`src/rtl/network_run_ctrl_pkg.sv`:
```
// ctrl_config: shared types and default sizing for network_run_ctrl.
//   ctrl_opcode_t    : 2-bit instruction opcode (NOP/RUN/SPK/CLR)
//   ctrl_state_t     : scheduler FSM state (IDLE/RUN/CLEAR)
//   CTRL_*_WIDTH     : instruction field widths for the default configuration
//   DEF_*            : default values of the top-level parameters
package ctrl_config;

  localparam int DEF_NUM_INP      = 4;
  localparam int DEF_CHARGE_WIDTH = 8;
  localparam int DEF_RUN_WIDTH    = 8;

  localparam int CTRL_OPC_WIDTH = 2;
  // A single-input network still needs one index bit in the SPK argument.
  localparam int IDX_WIDTH = (DEF_NUM_INP > 1) ? $clog2(DEF_NUM_INP) : 1;
  localparam int CTRL_ARG_WIDTH =
    (DEF_RUN_WIDTH > IDX_WIDTH + DEF_CHARGE_WIDTH) ? DEF_RUN_WIDTH
                                                   : IDX_WIDTH + DEF_CHARGE_WIDTH;
  localparam int CTRL_INSTR_WIDTH = CTRL_OPC_WIDTH + CTRL_ARG_WIDTH;

  typedef enum logic [1:0] {
    OPC_NOP = 2'd0,
    OPC_RUN = 2'd1,
    OPC_SPK = 2'd2,
    OPC_CLR = 2'd3
  } ctrl_opcode_t;

  typedef enum logic [1:0] {
    ST_IDLE  = 2'd0,
    ST_RUN   = 2'd1,
    ST_CLEAR = 2'd2
  } ctrl_state_t;

endpackage

```
`src/rtl/network_run_ctrl_sat_add.sv`:
```
// sat_add: combinational signed saturating adder.
//   i_a, i_b : signed WIDTH-bit operands
//   o_sum    : i_a + i_b clamped to [-2^(WIDTH-1), 2^(WIDTH-1)-1]
module sat_add #(
  parameter int WIDTH = 8
) (
  input  logic signed [WIDTH-1:0] i_a,
  input  logic signed [WIDTH-1:0] i_b,
  output logic signed [WIDTH-1:0] o_sum
);

  logic signed [WIDTH:0] w_full;

  assign w_full = {i_a[WIDTH-1], i_a} + {i_b[WIDTH-1], i_b};

  // Overflow shows up as the two top bits of the sign-extended sum
  // disagreeing; the extra top bit then carries the true sign.
  always_comb begin
    o_sum = w_full[WIDTH-1:0];
    if (w_full[WIDTH] != w_full[WIDTH-1]) begin
      o_sum = w_full[WIDTH] ? {1'b1, {(WIDTH-1){1'b0}}}
                            : {1'b0, {(WIDTH-1){1'b1}}};
    end
  end

endmodule

```
`src/rtl/network_run_ctrl.sv`:
```
// network_run_ctrl: instruction-driven scheduler between a host instruction
// stream and a network's timestep input handshake.
//   clk, arstn          : clock, asynchronous active-low reset
//   instr_valid/ready   : instruction handshake, instr = {opc[1:0], arg}
//   net_valid/ready     : timestep beat handshake, net_last marks final beat
//   net_inp             : per-input charge (two's complement lanes)
//   net_arstn           : active-low network reset (reset or CLR pulse)
//   busy                : scheduler not idle
//   dbg_state           : current FSM state
//
// Handshakes: a transfer happens on a rising clk edge where valid and ready
// are both high; while valid is high and ready low the sender holds its
// payload stable, and valid never drops without a transfer except on reset.
module network_run_ctrl
  import ctrl_config::*;
#(
  parameter  int NUM_INP      = DEF_NUM_INP,
  parameter  int CHARGE_WIDTH = DEF_CHARGE_WIDTH,
  parameter  int RUN_WIDTH    = DEF_RUN_WIDTH,
  localparam int IDX_W        = (NUM_INP > 1) ? $clog2(NUM_INP) : 1,
  localparam int ARG_W        = (RUN_WIDTH > IDX_W + CHARGE_WIDTH) ? RUN_WIDTH
                                                                   : IDX_W + CHARGE_WIDTH,
  localparam int INSTR_W      = CTRL_OPC_WIDTH + ARG_W
) (
  input  logic                                    clk,
  input  logic                                    arstn,
  input  logic                                    instr_valid,
  output logic                                    instr_ready,
  input  logic [INSTR_W-1:0]                      instr,
  output logic                                    net_valid,
  input  logic                                    net_ready,
  output logic                                    net_last,
  output logic                                    net_arstn,
  output logic [NUM_INP-1:0][CHARGE_WIDTH-1:0]    net_inp,
  output logic                                    busy,
  output ctrl_state_t                             dbg_state
);

  ctrl_state_t                              r_state;
  logic [NUM_INP-1:0][CHARGE_WIDTH-1:0]     r_pending;
  logic [RUN_WIDTH-1:0]                     r_count;
  logic                                     r_first;
  logic                                     r_clr;

  ctrl_opcode_t                             w_opc;
  logic [CHARGE_WIDTH-1:0]                  w_charge;
  logic [IDX_W-1:0]                         w_idx;
  logic [RUN_WIDTH-1:0]                     w_run_cnt;
  logic                                     w_accept;
  logic [NUM_INP-1:0][CHARGE_WIDTH-1:0]     w_sum;

  assign w_opc     = ctrl_opcode_t'(instr[INSTR_W-1 -: CTRL_OPC_WIDTH]);
  assign w_charge  = instr[CHARGE_WIDTH-1:0];
  assign w_idx     = instr[CHARGE_WIDTH +: IDX_W];
  assign w_run_cnt = instr[RUN_WIDTH-1:0];
  assign w_accept  = instr_valid && instr_ready;

  for (genvar g = 0; g < NUM_INP; g++) begin : g_lane
    sat_add #(.WIDTH(CHARGE_WIDTH)) u_sat_add (
      .i_a   (r_pending[g]),
      .i_b   (w_charge),
      .o_sum (w_sum[g])
    );
  end

  always_ff @(posedge clk or negedge arstn) begin
    if (!arstn) begin
      r_state   <= ST_IDLE;
      r_pending <= '0;
      r_count   <= '0;
      r_first   <= 1'b0;
      r_clr     <= 1'b0;
    end else begin
      case (r_state)
        ST_IDLE: begin
          if (w_accept) begin
            case (w_opc)
              OPC_SPK: begin
                // An index with no matching lane simply writes nothing.
                for (int i = 0; i < NUM_INP; i++) begin
                  if (w_idx == IDX_W'(i)) r_pending[i] <= w_sum[i];
                end
              end
              OPC_RUN: begin
                if (w_run_cnt != '0) begin
                  r_count <= w_run_cnt;
                  r_first <= 1'b1;
                  r_state <= ST_RUN;
                end
              end
              OPC_CLR: begin
                r_clr     <= 1'b1;
                r_pending <= '0;
                r_state   <= ST_CLEAR;
              end
              default: ;
            endcase
          end
        end
        ST_RUN: begin
          if (net_ready) begin
            r_count <= r_count - 1'b1;
            r_first <= 1'b0;
            // Charges are delivered once; later beats carry zeros.
            if (r_first) r_pending <= '0;
            if (r_count == RUN_WIDTH'(1)) r_state <= ST_IDLE;
          end
        end
        ST_CLEAR: begin
          r_clr   <= 1'b0;
          r_state <= ST_IDLE;
        end
        default: r_state <= ST_IDLE;
      endcase
    end
  end

  // instr_ready is gated by arstn so nothing is offered while held in reset.
  assign instr_ready = arstn && (r_state == ST_IDLE);
  assign net_valid   = (r_state == ST_RUN);
  assign net_last    = net_valid && (r_count == RUN_WIDTH'(1));
  assign net_inp     = (net_valid && r_first) ? r_pending : '0;
  assign net_arstn   = arstn && !r_clr;
  assign busy        = (r_state != ST_IDLE);
  assign dbg_state   = r_state;

endmodule

```
`config.mk`:
```
export PLATFORM = sky130hd
export DESIGN_NAME = network_run_ctrl
export DESIGN_NICKNAME = d
export VERILOG_FILES = /design/src/rtl/network_run_ctrl_pkg.sv /design/src/rtl/network_run_ctrl_sat_add.sv /design/src/rtl/network_run_ctrl.sv
export SDC_FILE = /design/constraint.sdc
export NUM_CORES = 1
export LEC_CHECK = 0
export BUFFER_PORTS_ARGS = -buffer_cell sky130_fd_sc_hd__buf_2
export CORE_MARGIN = 4
export CORE_UTILIZATION = 40
export CTS_BUF_LIST = sky130_fd_sc_hd__clkbuf_8
export CTS_CLUSTER_DIAMETER = 30
export CTS_CLUSTER_SIZE = 14
export DETAILED_ROUTE_END_ITERATION = 10
export GPL_TIMING_DRIVEN = 0
export MAX_ROUTING_LAYER = met4
export PLACE_DENSITY = 0.67
export SYNTH_ARGS = -nofsm -noshare
export SYNTH_HDL_FRONTEND = slang
export SYNTH_SLANG_ARGS = --single-unit
```
`constraint.sdc`:
```
create_clock -name clk -period 2.6 [get_ports clk]
set_input_delay 0.13 -clock clk [delete_from_list [all_inputs] [get_ports clk]]
set_output_delay 0.13 -clock clk [all_outputs]
set_load 0.005 [all_outputs]
```
==> results.tsv <==
metric	value	unit
nets	578	
critPathTopFamily	adder cells	
drt_iter0_drc	176	
multi_input_area	0.002696	mm2
synthTopCellsByArea	dfrtp_1 (30%), ha_1 (14%), and3_1 (5.6%)	
max_freq	383.7	MHz
syn_inst	434	
max_stage_delay	0.42	ns
drc	0	
drv_slew	0	
fill_cells	850	
grt_first_pass_wirelength	17990	um
synth_simple_gate_area_frac	0.2267	
finalCritPeriodShare	1.002	
synth_top_area_share	0.2978	
cts_made_buffers	5	
htree_levels	2	
drive_above_1_share	0.2505	
hold_ws	-0.1155	ns
muxShareOfSynthArea	0.005415	
ioPinCount	55	
synth_edf_count	0	
clockRootBuffer	clkbuf_8	
fin_ws	-0.006060	ns
grt_usage	0.2070	
regArea	0.001101	mm2
crit_buf_inv	1	
finalSetupViolations	2	
die_h	104.1	um
ys_seq_area_frac	0.2978	
wl_per_cell	17.96	um
synthAdderAreaFrac	0.1760	
timing.rr.start	r_pending[16]	
via_per_inst	5.681	
dp_cells	596	
async_reset_ff_frac	1.000	
yosys_warnings	0	
hold_buffers	0	
area.growth.synth_to_final	25.79	%
first_pass_iters	4	
irDropWorstVdd	569.7	uV
finClkSkew	0.007246	ns
rrSetupSlack	-0.006	ns
yosysTopAreaCell	dfrtp_1	
yosysUniqueCellTypes	53	
hold_viol_final	44	
crit_required	2.82	ns
drt_wl_total	11260	um
p_per_area	1101	mW/mm2
status	complete, but fails checks	
slowest_stage	dfrtp_1	
dpl_worst_slack	-0.3273	ns
tightest_slew	0.8050	ns
violations	hold timing, setup timing	
reg2reg_depth	11	
gp_congestion	0.8961	
port_buffers	54	
dieArea	0.01085	mm2
clk_path_buf_depth	2	
reg2reg_to	r_pending[16]	
antenna-diode-count	0	
final_cells	627	
crit_path_frequent_cell	ha_4	
first_global_vias	3584	
worst-path-max-fanout	6	
std_cell_rows	34	
arrival	2.83	ns
place_area	0.004118	mm2
synth_top_family_by_area	simple AND/OR/NAND/NOR gates	
start_util	0.4178	
synthXorXnorAreaFrac	0.05685	
antenna_left	0	
antenna_found_initial	0	
hp-class	input port to asynchronous set/reset pin	
ys.flop_type	dfrtp_1	
critPathKind	register to register	
place_hpwl	7598	um
clk_pin_slew	0.09	ns
post-route-min-period	2.606	ns
slew_headroom	0.4601	
drv_cap	0	
synth_compound_area_frac	0.2105	
grt-ovfl-total	0	
cts.sinks	44	
path_cells	ha_4 > fa_2 > a211oi_4 > o21bai_1 > and4b_2 > nor2_4 > ha_4 > buf_6 > nand2b_4 > o21ai_4 > o31ai_1	
grt_start_max_net_pins	50	
ys_ff_latch	44	
vias	3562	
p_leak	2.373	nW
clock_latency	0.31	ns
crit_path_end_kind	register	
chipWidth	104.1	um
syn_nets	494	
syn_area_per_cell	8.519	um2
worst_setup_path_start_kind	register	
cts_tree	built	
rsz0062_at_grt	true	
setup_tns	-0.007065	ns
netlist_area	0.003697	mm2
core_area	0.008848	mm2
fin_area	0.004651	mm2
## report_power, final
| part | switching, mW | internal [mW] | total, mW |
|---|---|---|---|
| clock | 0.266 | 0.481 | 0.747 |
| sequential | 0.207 | 0.924 | 1.13 |
| combinational | 1.76 | 1.48 | 3.24 |
## worst max path at each step
| stage | startpoint | to | slack [ns] | cells past startpoint |
|---|---|---|---|---|
| floorplan | r_pending[17] | r_pending[16] | 0.01 | 12 |
| global placement | instr[1] | r_pending[16] | -0.32 | 13 |
| detailed placement | instr[1] | r_pending[16] | -0.33 | 13 |
| CTS | r_pending[16] | r_pending[21] | 0.002 | 11 |
| global route | r_pending[0] | r_pending[5] | -0.12 | 10 |
| finish | r_pending[16] | r_pending[16] | -0.006 | 11 |
## cells in the mapped netlist, types with 3 or more instances
| cell type | number |
|---|---|
| a21oi_1 | 28 |
| o31ai_1 | 6 |
| nand4_1 | 4 |
| xnor2_1 | 13 |
| and3_1 | 33 |
| fa_1 | 4 |
| or3_1 | 3 |
| nand2b_1 | 6 |
| o211ai_1 | 6 |
| nor3_1 | 6 |
| inv_1 | 13 |
| maj3_1 | 7 |
| xor2_1 | 11 |
| nor2_1 | 30 |
| o21bai_1 | 4 |
| o21ai_0 | 34 |
| a211oi_1 | 7 |
| nand2_1 | 52 |
| a21o_1 | 11 |
| ha_1 | 40 |
| nand3_1 | 10 |
| dfrtp_1 | 44 |
| o21ai_1 | 4 |
| nor4_1 | 3 |
| a22oi_1 | 4 |
| clkbuf_1 | 11 |
| nor2b_1 | 6 |
## cells in the final DEF, fill, tap and decap left out, types with 3 or more instances in the layout
master and count:
nand4_1 4, inv_1 11, buf_2 54, ha_4 5, nor3_2 4, o31ai_1 3, clkbuf_8 5, nand2b_1 5
xnor2_1 13, o21bai_1 4, buf_4 23, nor3_1 4, nor2_1 28, clkbuf_1 10, nor2b_1 5, or3_1 3
dfrtp_1 44, a21oi_2 6, o211ai_1 6, o21ai_1 6, o31ai_2 5, xor2_1 10, a211oi_1 5, a22oi_1 4
bufinv_16 3, o21ai_2 3, a21o_1 11, a21oi_1 22, ha_1 35, maj3_1 7, o21ai_0 28, nand3_1 10
and3_1 33, nand2_1 52, nor4_1 3
## through the flow
| step | total power, mW | util |
|---|---|---|
| detailed placement | 3.665 | 0.4654 |
| floorplan | 3.042 | - |
| global route | 5.538 | 0.5256 |
| finish | 5.120 | 0.5256 |
| CTS | 4.782 | 0.5033 |
| global placement | 3.570 | 0.4654 |
## layer usage
| metal | share of wire | GRT usage | routed length [um] | up-vias |
|---|---|---|---|---|
| li1 | - | - | - | 1757 |
| met2 | 0.48 | 0.3459 | 5431 | 96 |
| met5 | 0 | - | 0 | - |
| met1 | 0.44 | 0.2605 | 4933 | 1691 |
| met3 | 0.063 | 0.03414 | 708 | 18 |
| met4 | 0.017 | 0.05603 | 188 | 0 |
## final cells by class
type	count	area share
Buffer	13	0.01318
Clock buffer	5	0.01480
Clock inverter	3	0.01937
Inverter	13	0.01049
Multi-Input combinational cell	364	0.5798
Sequential cell	44	0.2368
Tap cell	108	0.02906
Timing Repair Buffer	77	0.09658
## state kept, by name, indices dropped and copies added (netlist names)
signal and cells:
dbg_state 2, r_clr 1, r_count 8, r_first 1, r_pending 32
## logic make-up (layout without fill, tap and decap cells)
group | after synthesis | in the layout
buffers and inverters | 26 | 111
AOI/OAI and AO/OA | 121 | 121
adders and majority gates | 51 | 51
muxes | 2 | 2
xor gates and xnor gates | 24 | 24
and+or+nand+nor | 166 | 166
DFF | 44 | 44
## repair_timing
action	in CTS	in global routing
setup endpoints to repair	26	33
pin swaps	17	27
setup buffers	12	11
resized for setup	26	25
cloned	0	0
hold endpoints to repair	0	44
No activity file was read; power rests on OpenSTA's default activity.
